File: src/rtl/conv_stream_host.sv
// Host-side stream driver for the convolution accelerator.
// Streams input-feature and weight words from scratch memory into the
// accelerator load port, then writes the packed output words back to memory.
// o_fin_seen exposes the recorded accelerator-finish status bit.
module conv_stream_host #(
  parameter int ADDR_W    = 12,
  parameter int IN_WORDS  = 289,
  parameter int W_WORDS   = 36,
  parameter int OUT_WORDS = 256,
  parameter int IN_BASE   = 0,
  parameter int W_BASE    = 320,
  parameter int OUT_BASE  = 512
) (
  input  logic              i_clk,
  input  logic              i_rst_n,
  input  logic              i_go,
  output logic              o_busy,
  output logic              o_done,
  output logic              o_err,
  output logic              o_mem_rd_en,
  output logic [ADDR_W-1:0] o_mem_rd_addr,
  input  logic [31:0]       i_mem_rd_data,
  output logic              o_mem_wr_en,
  output logic [ADDR_W-1:0] o_mem_wr_addr,
  output logic [31:0]       o_mem_wr_data,
  output logic              o_acc_start,
  output logic [31:0]       o_acc_data,
  output logic              o_acc_valid,
  output logic              o_acc_d_type,
  input  logic [31:0]       i_acc_o_data,
  input  logic              i_acc_o_valid,
  input  logic              i_acc_finish,
  output logic              o_fin_seen
);

  localparam int CNT_W  = $clog2((IN_WORDS > W_WORDS) ? IN_WORDS : W_WORDS);
  localparam int OCNT_W = 9;

  localparam logic [2:0] S_IDLE    = 3'd0;
  localparam logic [2:0] S_START   = 3'd1;
  localparam logic [2:0] S_FETCH_I = 3'd2;
  localparam logic [2:0] S_FETCH_W = 3'd3;
  localparam logic [2:0] S_DRAIN   = 3'd4;
  localparam logic [2:0] S_COLLECT = 3'd5;
  localparam logic [2:0] S_DONE    = 3'd6;

  logic [2:0]        r_state;
  logic [2:0]        w_nextState;
  logic [CNT_W-1:0]  r_cnt;
  logic [OCNT_W-1:0] r_outCnt;
  logic              r_rdValid1;
  logic              r_rdType1;
  logic              r_err;
  logic              r_finSeen;
  logic              w_goAccept;
  logic              w_lastIn;
  logic              w_lastW;
  logic              w_outAccept;
  logic [ADDR_W-1:0] w_rdBase;

  assign w_goAccept  = (r_state == S_IDLE) && i_go;
  assign w_lastIn    = (r_cnt == CNT_W'(IN_WORDS - 1));
  assign w_lastW     = (r_cnt == CNT_W'(W_WORDS - 1));
  assign w_outAccept = (r_state == S_COLLECT) && i_acc_o_valid &&
                       (r_outCnt != OCNT_W'(OUT_WORDS));

  assign o_busy      = (r_state != S_IDLE) && (r_state != S_DONE);
  assign o_done      = (r_state == S_DONE);
  assign o_acc_start = (r_state == S_START);
  assign o_err       = r_err;
  assign o_fin_seen  = r_finSeen;
  assign o_mem_rd_en = (r_state == S_FETCH_I) || (r_state == S_FETCH_W);
  assign w_rdBase    = (r_state == S_FETCH_W) ? ADDR_W'(W_BASE) : ADDR_W'(IN_BASE);
  assign o_mem_rd_addr = o_mem_rd_en ? (w_rdBase + ADDR_W'(r_cnt)) : '0;

  // Job sequencing: the drain exits once the final tagged word is on the port.
  always_comb begin
    w_nextState = r_state;
    case (r_state)
      S_IDLE:    if (i_go) w_nextState = S_START;
      S_START:   w_nextState = S_FETCH_I;
      S_FETCH_I: if (w_lastIn) w_nextState = S_FETCH_W;
      S_FETCH_W: if (w_lastW) w_nextState = S_DRAIN;
      S_DRAIN:   if (o_acc_valid && !r_rdValid1) w_nextState = S_COLLECT;
      S_COLLECT: if (o_mem_wr_en && (r_outCnt == OCNT_W'(OUT_WORDS)))
                   w_nextState = S_DONE;
      S_DONE:    w_nextState = S_IDLE;
      default:   w_nextState = S_IDLE;
    endcase
  end

  // State register and per-phase fetch counter (restarts between phases).
  always_ff @(posedge i_clk or negedge i_rst_n) begin
    if (!i_rst_n) begin
      r_state <= S_IDLE;
      r_cnt   <= '0;
    end else begin
      r_state <= w_nextState;
      if ((r_state == S_FETCH_I && w_lastIn) || (r_state == S_FETCH_W && w_lastW))
        r_cnt <= '0;
      else if (o_mem_rd_en)
        r_cnt <= r_cnt + 1'b1;
      else
        r_cnt <= '0;
    end
  end

  // Two-stage load pipeline: memory latency, then the registered accelerator port.
  always_ff @(posedge i_clk or negedge i_rst_n) begin
    if (!i_rst_n) begin
      r_rdValid1   <= 1'b0;
      r_rdType1    <= 1'b0;
      o_acc_valid  <= 1'b0;
      o_acc_data   <= '0;
      o_acc_d_type <= 1'b0;
    end else begin
      r_rdValid1   <= o_mem_rd_en;
      r_rdType1    <= (r_state == S_FETCH_W);
      o_acc_valid  <= r_rdValid1;
      o_acc_data   <= r_rdValid1 ? i_mem_rd_data : '0;
      o_acc_d_type <= r_rdValid1 & r_rdType1;
    end
  end

  // Output collection: each accepted word becomes a memory write one cycle later.
  always_ff @(posedge i_clk or negedge i_rst_n) begin
    if (!i_rst_n) begin
      r_outCnt      <= '0;
      o_mem_wr_en   <= 1'b0;
      o_mem_wr_addr <= '0;
      o_mem_wr_data <= '0;
    end else begin
      o_mem_wr_en <= w_outAccept;
      if (w_goAccept) begin
        r_outCnt <= '0;
      end else if (w_outAccept) begin
        r_outCnt      <= r_outCnt + 1'b1;
        o_mem_wr_addr <= ADDR_W'(OUT_BASE) + ADDR_W'(r_outCnt);
        o_mem_wr_data <= i_acc_o_data;
      end
    end
  end

  // Sticky status: stray output words and the accelerator finish pulse.
  always_ff @(posedge i_clk or negedge i_rst_n) begin
    if (!i_rst_n) begin
      r_err     <= 1'b0;
      r_finSeen <= 1'b0;
    end else begin
      if (i_acc_o_valid && (r_state != S_COLLECT))
        r_err <= 1'b1;
      else if (w_goAccept)
        r_err <= 1'b0;
      if (w_goAccept)
        r_finSeen <= 1'b0;
      else if (i_acc_finish && o_busy)
        r_finSeen <= 1'b1;
    end
  end

endmodule

File: config.mk
export PLATFORM = sky130hd
export DESIGN_NAME = conv_stream_host
export DESIGN_NICKNAME = d
export VERILOG_FILES = /design/src/rtl/conv_stream_host.sv
export SDC_FILE = /design/constraint.sdc
export NUM_CORES = 1
export LEC_CHECK = 0
export CORE_ASPECT_RATIO = 0.75
export CORE_MARGIN = 3
export CORE_UTILIZATION = 45
export DETAILED_ROUTE_END_ITERATION = 8
export GPL_TIMING_DRIVEN = 0
export PLACE_DENSITY = 0.9
export SYNTH_ARGS = -nofsm -noshare
export SYNTH_HDL_FRONTEND = slang
export SYNTH_SLANG_ARGS = --single-unit
File: constraint.sdc
create_clock -name i_clk -period 5.2 [get_ports i_clk]
set_clock_uncertainty 0.05 [all_clocks]
set_input_delay 0.52 -clock i_clk [delete_from_list [all_inputs] [get_ports i_clk]]
set_output_delay 0.52 -clock i_clk [all_outputs]
set_load 0.01 [all_outputs]
==> results of run 1 <==
## critical path, cell delays in order (launching register included)
cell                              delay, ps
sky130_fd_sc_hd__dfrtp_1                320
sky130_fd_sc_hd__clkbuf_1               350
sky130_fd_sc_hd__nand2b_1               260
sky130_fd_sc_hd__nor2_1                 280
sky130_fd_sc_hd__ha_1                   220
sky130_fd_sc_hd__ha_1                   160
sky130_fd_sc_hd__xnor2_1                 70
sky130_fd_sc_hd__nor2_1                  90
sky130_fd_sc_hd__clkdlybuf4s50_1        540
## logic make-up (layout without fill, tap and decap cells)
logic type,Yosys count,after routing,synth area share
XOR/XNOR,13,13,0.0279
adder cells (fa/ha/maj),7,7,0.0215
flip-flops,102,102,0.626
AND/OR/NAND/NOR,97,97,0.136
multiplexers,43,43,0.119
AO/OA/AOI/OAI,22,22,0.0362
other,1,4,0.000920
buffers and inverters,28,205,0.0331
## worst max-delay path by stage
stage | startpoint | endpoint | slack, ps | cells past startpoint
6_report | r_state[1] | o_mem_rd_addr[8] | 2000 | 8
5_1_grt | r_state[0] | o_mem_rd_addr[8] | 1760 | 8
4_1_cts | r_state[1] | o_mem_rd_addr[8] | 1960 | 8
3_5_place_dp | r_state[1] | o_mem_rd_addr[8] | 2340 | 8
3_3_place_gp | i_rst_n | o_acc_data[1] | -70 | 1
2_1_floorplan | r_state[0] | o_mem_rd_addr[8] | 3120 | 7
## synthesized netlist by cell type (2+ instances only)
cell / n / area share
sky130_fd_sc_hd__xnor2_1: 4 / 0.0086
sky130_fd_sc_hd__ha_1: 7 / 0.021
sky130_fd_sc_hd__clkbuf_1: 6 / 0.0055
sky130_fd_sc_hd__nand2_1: 4 / 0.0037
sky130_fd_sc_hd__inv_1: 9 / 0.0083
sky130_fd_sc_hd__nand2b_1: 3 / 0.0046
sky130_fd_sc_hd__xor2_1: 9 / 0.019
sky130_fd_sc_hd__and3_1: 4 / 0.0061
sky130_fd_sc_hd__buf_2: 6 / 0.0074
sky130_fd_sc_hd__nor2_1: 23 / 0.021
sky130_fd_sc_hd__nand4_1: 6 / 0.0092
sky130_fd_sc_hd__and2_1: 40 / 0.061
sky130_fd_sc_hd__nor4b_1: 2 / 0.0043
sky130_fd_sc_hd__a21oi_1: 11 / 0.014
sky130_fd_sc_hd__dfrtp_1: 102 / 0.63
sky130_fd_sc_hd__nand3_1: 7 / 0.0086
sky130_fd_sc_hd__o21ai_0: 2 / 0.0025
sky130_fd_sc_hd__a41oi_1: 2 / 0.0043
sky130_fd_sc_hd__mux2_1: 42 / 0.12
sky130_fd_sc_hd__a31oi_1: 2 / 0.0031
sky130_fd_sc_hd__buf_4: 6 / 0.011
## through the flow
stage | worst slack (ps) | hold WS, ps | setup TNS [ps] | utilization
floorplan | 3120 | 174 | 0 | -
global route | 1760 | 115 | 0 | 0.712
global placement | -66.6 | 400 | -6070 | 0.676
detailed placement | 2340 | 396 | 0 | 0.679
finish | 2000 | 83.4 | 0 | 0.712
CTS | 1960 | 99.7 | 0 | 0.712
## cells in the final DEF, fill, tap and decap left out, drive strengths merged, types with 2 or more instances in the layout
| cell type | instances |
|---|---|
| and3 | 4 |
| nand2 | 4 |
| o21ai | 2 |
| a41oi | 2 |
| xor2 | 9 |
| and2 | 40 |
| xnor2 | 4 |
| a21oi | 11 |
| clkbuf | 17 |
| clkinv | 2 |
| ha | 7 |
| nand4 | 6 |
| mux2 | 43 |
| nor2 | 23 |
| nand3 | 7 |
| conb | 4 |
| a31oi | 2 |
| inv | 10 |
| clkdlybuf4s50 | 160 |
| or2 | 2 |
| nor4b | 3 |
| dfrtp | 102 |
| nand2b | 3 |
| buf | 14 |
## layout make-up
type | count | area, um^2
plain buffers | 18 | 97.6
clock buffers | 11 | 243
clock inverters | 4 | 47.5
fillers | 627 | 2480
inverters | 10 | 37.5
multi-input cells | 186 | 1400
flip-flops and latches | 102 | 2550
well taps | 108 | 135
repair buffers | 162 | 1640
## power breakdown
group / internal (mW) / switching [mW] / leakage, nW
logic: 0.0490 / 0.0239 / 1.33
clock network: 0.382 / 0.272 / 0.141
registers: 0.794 / 0.000845 / 1.41
total: 1.22 / 0.297 / 2.88
## routing by layer
metal / GRT usage / vias up / share of wire
li1: - / 1394 / -
met1: 0.220 / 1454 / 0.38
met2: 0.331 / 131 / 0.48
met3: 0.106 / 14 / 0.13
met4: 0.0632 / 0 / 0.018
met5: 0 / - / 0
## state kept, by name, indices dropped and copies added, names as in the netlist
register,count
o_mem_wr_en,1
o_acc_d_type,1
r_rdValid1,1
r_outCnt,9
o_fin_seen,1
o_mem_wr_data,32
r_state,3
r_cnt,9
o_acc_valid,1
o_mem_wr_addr,10
r_rdType1,1
o_err,1
o_acc_data,32
==> metrics.md, run 1 <==
| Metric | Value |
|---|---|
| Transition time at the pin with the least slew margin | 710 ps |
| Latest clock arrival within the worst-skew pair | 340 ps |
| Max Cap Viol | 0 |
| Placement-stage cell area | 0.00586 mm^2 |
| Synth Register Bits | 102 |
| DR pass1 iterations | 4 |
| Number of antenna violations at the first check in global routing | 0 |
| Die width | 116 um |
| Number of sinks handled by clock tree synthesis | 102 |
| Crit path time final | 3200 ps |
| Tot Pwr | 1.52 mW |
| RSZ-0062 raised after global routing | false |
| Post-synth top flop | sky130_fd_sc_hd__dfrtp_1 |
| Syn Inst Count | 313 |
| Netlist Area Pre-Place | 0.00408 mm^2 |
| Final nets | 565 |
| Clock transition time at the flip-flop clock pins of the worst setup and hold paths | 60 ps |
| Element type at the critical path start | register |
| Count of hold-fix buffers inserted at cts | 0 |
| # Post-CTS Setup Buffers | 0 |
| RR Endpoint | o_mem_wr_data[3] |
| Layout cell share with drive strength beyond 1 | 0.0690 |
| Type of the tightest min-delay check | in -> async |
| Global placer's final weighted congestion | 0.859 |
| Largest net degree at the start of global routing | 69 |
| P&R area growth vs syn | 50.8% |
| Post-route cell area | 0.00615 mm^2 |
| Number of remaining DRC errors | 0 |
| DP Wirelength | 7.39 mm |
| CTS tree | yes |
| Die height | 88.4 um |
| Max Root-Sink Buffers | 2 |
| Number of max-slew violations in the final report | 0 |
| Count of yosys warnings during synthesis | 0 |
| Avg Vias per Cell | 4.98 |
| Status | completed |
| Total vias in the final route | 2,993 |
| Root Driver | sky130_fd_sc_hd__clkbuf_16 |
| Number of nets with antenna violations after detailed routing | 0 |
| Diode insertion count for antenna repair | 0 |
| Drt first-iter violations | 238 |
| H-tree depth reported by CTS | 3 |
| Start of the worst register-to-register path | r_outCnt[0] |
| Highest clock rate | 0.313 GHz |
| Number of flops mapped to enable cells by yosys | 0 |
| Class of the most critical setup path | reg -> out |
| GRT Resource Usage Total | 0.198 |
| WL per Instance | 16.0 um |
| Static Leakage | 2.88 nW |
| Arrival @ worst endpoint | 2630 ps |
| Hold violation total from the final report | 0 |
| Sequential fraction of the synthesis area | 0.626 |
| Syn avg cell area | 13.0 um^2 |
| Grt ovf | 0 |
| Placeable core area | 0.00864 mm^2 |
| Detailed-route wire length | 9.61 mm |
| Final number of setup-violating endpoints | 0 |
| Via count of the first global-routing pass | 3,181 |
| Die Outline Area | 0.0103 mm^2 |
| Post-route fraction of the period consumed by the critical path | 0.615 |
| Power density of the placed cells | 247 mW/mm^2 |
| Distinct cell type count of the synthesized netlist | 37 |
| Placed Instances | 586 |
| Endpoint class of the critical path | output port |
| Crit Path Max Fanout | 9 |
| Async set-reset flop share out of synthesis | 1.00 |
| Finished Layout Cells | 601 |
| Starting density of the core | 0.472 |
| Worst-case reg-to-reg path depth | 8 |
| Max_slew headroom | 0.526 |
| Post-cts resize count | 0 |
| Required @ worst endpoint | 4630 ps |
| TritonCTS Buffers | 9 |
| Minimum setup slack among reg-to-reg paths | 2830 ps |
| IO Count | 166 |
| Global-route wire length before repair | 15.5 mm |
| Port Buffer Count | 161 |
| Worst voltage drop across the vdd grid | 0.216 mV |
| Num rows | 29 |
(Power assumes the default switching activity.)
==> run 2: changes to the inputs <==
--- a/config.mk
+++ b/config.mk
@@ -7,10 +7,10 @@
 export LEC_CHECK = 0
 export CORE_ASPECT_RATIO = 0.75
 export CORE_MARGIN = 3
-export CORE_UTILIZATION = 45
+export CORE_UTILIZATION = 39
 export DETAILED_ROUTE_END_ITERATION = 8
 export GPL_TIMING_DRIVEN = 0
-export PLACE_DENSITY = 0.9
+export PLACE_DENSITY = 0.84
 export SYNTH_ARGS = -nofsm -noshare
 export SYNTH_HDL_FRONTEND = slang
 export SYNTH_SLANG_ARGS = --single-unit
==> constraint.sdc (replaced) <==
create_clock -name i_clk -period 2.8 [get_ports i_clk]
set_clock_uncertainty 0.05 [all_clocks]
set_input_delay 0.28 -clock i_clk [delete_from_list [all_inputs] [get_ports i_clk]]
set_output_delay 0.28 -clock i_clk [all_outputs]
set_load 0.01 [all_outputs]
==> run 2 against run 1 <==
Compared with the run above: global-route usage is 2.9 points lower; sequential share of layout area fell by 0.60 points; critical path depth shrank 1; critical path type unchanged; non-clock buffer count unchanged; sequential power up 86%; die area up 14%.
==> metrics.md, run 2 (same netlist as run 1, synthesis figures left out) <==
| Metric | Value |
|---|---|
| Status | completed |
| Fin worst setup slack | 132 ps (-1870 ps) |
| Type of the tightest min-delay check | reg -> reg |
| Power density of the placed cells | 479 mW/mm^2 (+94%) |
| Number of max-slew violations in the final report | 0 (unchanged) |
| Grt ovf | 0 (unchanged) |
| Finished Layout Cells | 626 (+4.2%) |
| Via count of the first global-routing pass | 3,066 (-3.6%) |
| Tot Pwr | 2.99 mW (+97%) |
| Global placer's final weighted congestion | 0.863 (+0.48%) |
| Total vias in the final route | 2,940 (-1.8%) |
| Placeable core area | 0.00993 mm^2 (+15%) |
| Die width | 124 um (+7.0%) |
| Post-Place Worst Slack | 150 ps (-2190 ps) |
| Drt first-iter violations | 67 (-72%) |
| Latest clock arrival within the worst-skew pair | 340 ps (about the same) |
| Hold violation total from the final report | 0 (unchanged) |
| Number of filler cells placed in the layout | 771 (+23%) |
| DP Wirelength | 7.26 mm (-1.8%) |
| Layout cell share with drive strength beyond 1 | 0.0729 (+0.00391) |
| Detailed-route wire length | 9.46 mm (-1.5%) |
| Leading registers by flop count | o_acc_data: 32 flops, o_mem_wr_data: 32 flops, o_mem_wr_addr: 10 flops |
| Global-route wire length before repair | 15.2 mm (-2.1%) |
| Crit path time final | 2670 ps |
| IO Count | 166 (unchanged) |
| Post-route fraction of the period consumed by the critical path | 0.953 |
| Die height | 94.6 um (+6.9%) |
| Number of nets with antenna violations after detailed routing | 0 (unchanged) |
| Clock transition time at the flip-flop clock pins of the worst setup and hold paths | 70 ps (about the same) |
| Root Driver | sky130_fd_sc_hd__clkbuf_16 |
| CTS tree | yes |
| Endpoint class of the critical path | output port |
| Crit Path Max Fanout | 10 (+1) |
| H-tree depth reported by CTS | 3 (unchanged) |
| Number of remaining DRC errors | 0 (unchanged) |
| Setup TNS after final layout | 0 ps (unchanged) |
| GRT Resource Usage Total | 0.169 (-0.0286) |
| Start of the worst register-to-register path | r_outCnt[0] |
| HP Start | o_mem_wr_data[1] |
| Final nets | 565 (unchanged) |
| Worst voltage drop across the vdd grid | 0.336 mV (+55%) |
| Static Leakage | 2.92 nW (+1.1%) |
| Number of sinks handled by clock tree synthesis | 102 (unchanged) |
| WL per Instance | 15.1 um (-5.4%) |
| Element type at the critical path start | register |
| DR pass1 iterations | 4 (unchanged) |
| Max_slew headroom | 0.475 (-0.0506) |
| Final number of setup-violating endpoints | 0 (unchanged) |
| Arrival @ worst endpoint | 2340 ps (-290 ps) |
| Diode insertion count for antenna repair | 0 (unchanged) |
| RSZ-0062 raised after global routing | false |
| Highest clock rate | 0.375 GHz |
| Required @ worst endpoint | 2470 ps (-2160 ps) |
| Worst hold slack after final layout | 430 ps (+347 ps) |
| P&R area growth vs syn | 53.1% |
| Placed Instances | 610 (+4.1%) |
| Class of the most critical setup path | reg -> out |
| Transition time at the pin with the least slew margin | 786 ps (+75.8 ps) |
| Most common cell after layout, fill and taps aside | sky130_fd_sc_hd__clkdlybuf4s50_1 |
| Port Buffer Count | 161 (unchanged) |
| Timing startpoint of the critical path | r_state[2] |
| TritonCTS Buffers | 9 (unchanged) |
| Max Root-Sink Buffers | 2 (unchanged) |
| Largest net degree at the start of global routing | 53 (-23%) |
| Starting density of the core | 0.411 (-0.0615) |
| Most frequent cells in the layout | sky130_fd_sc_hd__clkdlybuf4s50_1, sky130_fd_sc_hd__dfrtp_1, sky130_fd_sc_hd__mux2_1, sky130_fd_sc_hd__and2_1, sky130_fd_sc_hd__nor2_1 |
| Avg Vias per Cell | 4.70 (-5.7%) |
| Number of antenna violations at the first check in global routing | 0 (unchanged) |
| Num rows | 31 (+6.9%) |
| Max Cap Viol | 0 (unchanged) |
| Die Outline Area | 0.0117 mm^2 (+14%) |
==> run 2: cell types whose count changed in the layout (fill, tap and decap cells not counted), sizes merged <==
| cell | previous run | this run |
|---|---|---|
| bufinv | 1 | 3 |
| buf | 14 | 15 |
| clkbuf | 17 | 16 |
| clkdlybuf4s50 | 160 | 159 |
| clkinv | 2 | 1 |
| clkinvlp | 1 | 0 |
| dlygate4sd2 | 0 | 1 |
| dlygate4sd3 | 0 | 1 |
==> run 2: final timing paths <==
check / endpoint / slack [ps] / cells after the start
hold / removal: o_mem_wr_data[1] / 430 / 1
hold reg to reg: o_mem_wr_data[1] / 430 / 1
setup / recovery: o_mem_rd_addr[7] / 130 / 7
min in group asynchronous: o_mem_wr_addr[5] / 480 / 2
max in group asynchronous: o_acc_data[3] / 1550 / 3
setup reg to reg: o_mem_wr_data[3] / 410 / 8
==> run 2: layout make-up <==
cell class,instances,area (um^2),area share
Buffer,16,90.1,0.0144
Clock buffer,12,236,0.0379
Clock inverter,4,95.1,0.0152
Inverter,10,37.5,0.00601
Multi-Input combinational cell,186,1410,0.226
Sequential cell,102,2550,0.409
Tap cell,132,165,0.0265
Timing Repair Buffer,164,1650,0.265
==> run 2: power breakdown <==
group	total (mW)	switching (mW)	internal, mW
registers	1.48	0.00180	1.47
clock network	1.38	0.505	0.873
logic	0.137	0.0451	0.0919
total	2.99	0.552	2.44
==> run 2: per-stage QoR <==
stage / utilization / area, um^2
floorplan: - / 4090
global placement: 0.591 / 5870
detailed placement: 0.593 / 5890
CTS: 0.628 / 6240
global route: 0.629 / 6240
finish: 0.629 / 6240
==> run 2: routing by layer <==
layer / GRT usage / vias to the layer above / share of wire
li1: - / 1401 / -
met1: 0.180 / 1409 / 0.38
met2: 0.299 / 125 / 0.50
met3: 0.0928 / 5 / 0.11
met4: 0.0301 / 0 / 0.0067
met5: 0 / - / 0
==> run 2: critical path: stages (launching register included) <==
cell                              delay, ps
sky130_fd_sc_hd__dfrtp_1                350
sky130_fd_sc_hd__buf_2                  170
sky130_fd_sc_hd__nand2b_2               270
sky130_fd_sc_hd__nor2_4                 170
sky130_fd_sc_hd__ha_1                   190
sky130_fd_sc_hd__ha_1                   230
sky130_fd_sc_hd__and2_1                 130
sky130_fd_sc_hd__clkdlybuf4s50_1        480
==> run 2: repair_timing <==
item | 4_1_cts | 5_1_grt
hold endpoints to repair | 51 | 0
gates resized for setup | 3 | 1
hold buffers | 1 | 0
endpoints found under the setup margin | 3 | 2
pin swaps | 1 | 0
buffers inserted | 1 | 0
==> run 3: changes to the inputs <==
--- a/config.mk
+++ b/config.mk
@@ -6,7 +6,7 @@
 export NUM_CORES = 1
 export LEC_CHECK = 0
 export CORE_ASPECT_RATIO = 0.75
-export CORE_MARGIN = 3
+export CORE_MARGIN = 5
 export CORE_UTILIZATION = 39
 export DETAILED_ROUTE_END_ITERATION = 8
 export GPL_TIMING_DRIVEN = 0
==> run 3 against run 2 <==
Compared with the run above: critical path depth stayed put; non-clock buffer count is 1 lower; global-route usage is 1.8 points lower; clock-buffer cell count is 1 lower; die area is 7.6% higher; sequential power hardly changed; critical path type unchanged; critical endpoint unchanged; largest power group unchanged.
==> metrics.md, run 3 (same netlist as run 1, synthesis figures left out) <==
| Metric | Value |
|---|---|
| Status | completed |
| Type of the tightest min-delay check | reg -> reg |
| Detailed-route wire length | 9.37 mm (-0.97%) |
| Number of filler cells placed in the layout | 840 (+8.9%) |
| Global-route wire length before repair | 15.2 mm (+0.46%) |
| Clock transition time at the flip-flop clock pins of the worst setup and hold paths | 60 ps (about the same) |
| Die Outline Area | 0.0126 mm^2 (+7.6%) |
| Class of the most critical setup path | reg -> out |
| DP Wirelength | 7.26 mm (about the same) |
| Final nets | 564 (-0.18%) |
| P&R area growth vs syn | 52.0% |
| Latest clock arrival within the worst-skew pair | 330 ps (about the same) |
| Avg Vias per Cell | 4.67 (-0.62%) |
| Worst hold slack after final layout | 429 ps (-1.63 ps) |
| Port Buffer Count | 161 (unchanged) |
| Leading registers by flop count | o_acc_data: 32 flops, o_mem_wr_data: 32 flops, o_mem_wr_addr: 10 flops |
| Area occupied by multi-input gates | 0.00142 mm^2 (+0.35%) |
| Tot Pwr | 2.81 mW (-6.1%) |
| Number of antenna violations at the first check in global routing | 0 (unchanged) |
| Arrival @ worst endpoint | 2240 ps (-100 ps) |
| Sequential cell area | 0.00255 mm^2 (about the same) |
| Total vias in the final route | 2,931 (-0.31%) |
| Die height | 98.6 um (+4.2%) |
| Fin worst setup slack | 229 ps (+96.5 ps) |
| Root Driver | sky130_fd_sc_hd__clkbuf_16 |
| Crit path time final | 2570 ps (-96.5 ps) |
| Number of max-slew violations in the final report | 0 (unchanged) |
| Diode insertion count for antenna repair | 0 (unchanged) |
| Global placer's final weighted congestion | 0.855 (-0.88%) |
| Starting density of the core | 0.398 (-0.0128) |
| Max Cap Viol | 0 (unchanged) |
| # Post-CTS Setup Buffers | 0 (-1) |
| Most common cell after layout, fill and taps aside | sky130_fd_sc_hd__clkdlybuf4s50_1 |
| Post-route cell area | 0.00620 mm^2 (-0.66%) |
| Post-route fraction of the period consumed by the critical path | 0.918 (-0.0345) |
| Power density of the placed cells | 453 mW/mm^2 (-5.4%) |
| Drt first-iter violations | 76 (+13%) |
| TritonCTS Buffers | 9 (unchanged) |
| Placement-stage cell area | 0.00589 mm^2 (about the same) |
| Final number of setup-violating endpoints | 0 (unchanged) |
| Worst voltage drop across the vdd grid | 0.408 mV (+21%) |
| Number of nets with antenna violations after detailed routing | 0 (unchanged) |
| CTS tree | yes |
| Hold violation total from the final report | 0 (unchanged) |
| Static Leakage | 2.91 nW (-0.25%) |
| Max Root-Sink Buffers | 2 (unchanged) |
| Max_slew headroom | 0.470 (-0.00489) |
| Via count of the first global-routing pass | 3,106 (+1.3%) |
| Endpoint class of the critical path | output port |
| IO Count | 166 (unchanged) |
| RSZ-0062 raised after global routing | false |
| Setup TNS after final layout | 0 ps (unchanged) |
| DR pass1 iterations | 4 (unchanged) |
| Element type at the critical path start | register |
| Most frequent cells in the layout | sky130_fd_sc_hd__clkdlybuf4s50_1, sky130_fd_sc_hd__dfrtp_1, sky130_fd_sc_hd__mux2_1, sky130_fd_sc_hd__and2_1, sky130_fd_sc_hd__nor2_1 |
| WL per Instance | 14.9 um (-1.3%) |
| H-tree depth reported by CTS | 3 (unchanged) |
| Number of remaining DRC errors | 0 (unchanged) |
| Grt ovf | 0 (unchanged) |
| GRT Resource Usage Total | 0.152 (-0.0177) |
| Transition time at the pin with the least slew margin | 793 ps (+7.31 ps) |
| Crit Path Max Fanout | 10 (unchanged) |
| Highest clock rate | 0.389 GHz (+3.8%) |
| Layout cell share with drive strength beyond 1 | 0.0752 (+0.00233) |
| Number of sinks handled by clock tree synthesis | 102 (unchanged) |
| Placeable core area | 0.0102 mm^2 (+3.2%) |
| Required @ worst endpoint | 2470 ps (about the same) |
| Largest net degree at the start of global routing | 60 (+13%) |
| Die width | 128 um (+3.2%) |
| Post-Place Worst Slack | 167 ps (+17.9 ps) |
| Num rows | 32 (+3.2%) |
## run 3: path summary, 6_finish.rpt
kind	startpoint	end	slack (ps)	cells after the start
worst max-delay path	r_state[2]	o_mem_rd_addr[7]	230	7
worst min-delay path	o_mem_wr_addr[9]	o_mem_wr_addr[9]	430	1
worst max register to register	r_outCnt[0]	o_mem_wr_data[5]	490	8
worst min register to register	o_mem_wr_addr[9]	o_mem_wr_addr[9]	430	1
max in group asynchronous	i_rst_n	r_state[0]	1490	3
min in group asynchronous	i_rst_n	o_mem_wr_data[6]	510	2
## run 3: final cells by class
type / count / area share
flip-flops and latches: 102 / 0.412
repair buffers: 163 / 0.265
multi-input cells: 186 / 0.228
clock buffers: 11 / 0.0392
well taps: 136 / 0.0274
plain buffers: 16 / 0.0145
clock inverters: 4 / 0.00767
inverters: 10 / 0.00605
## run 3: layer usage
metal  share of wire  wire length (um)  GRT usage  vias to the layer above
met5               0                 0          0                        -
met4           0.017               155     0.0506                        0
li1                -                 -          -                     1395
met2            0.47              4420      0.250                      121
met1            0.39              3630      0.168                     1404
met3            0.12              1160     0.0823                       11
## run 3: per-stage QoR
step,utilization,std cells
detailed placement,0.574,614
floorplan,-,316
global placement,0.573,613
CTS,0.604,628
global route,0.605,628
finish,0.605,628
## run 3: power by group
| group | internal (mW) | switching [mW] |
|---|---|---|
| sequential | 1.47 | 0.00165 |
| clock | 0.709 | 0.490 |
| combinational | 0.0907 | 0.0443 |
| total | 2.27 | 0.536 |
## run 3: what timing repair did
| action | 4_1_cts | 5_1_grt |
|---|---|---|
| hold buffers | 1 | 0 |
| endpoints found under the hold margin | 45 | 0 |
| gates resized for setup | 3 | 3 |
| endpoints found under the setup margin | 3 | 2 |
## run 3: critical path: stages, from the launching register on
cell	delay (ps)
sky130_fd_sc_hd__dfrtp_1	350
sky130_fd_sc_hd__buf_2	170
sky130_fd_sc_hd__nand2b_4	200
sky130_fd_sc_hd__nor2_4	150
sky130_fd_sc_hd__ha_1	200
sky130_fd_sc_hd__ha_1	230
sky130_fd_sc_hd__and2_1	130
sky130_fd_sc_hd__clkdlybuf4s50_1	490
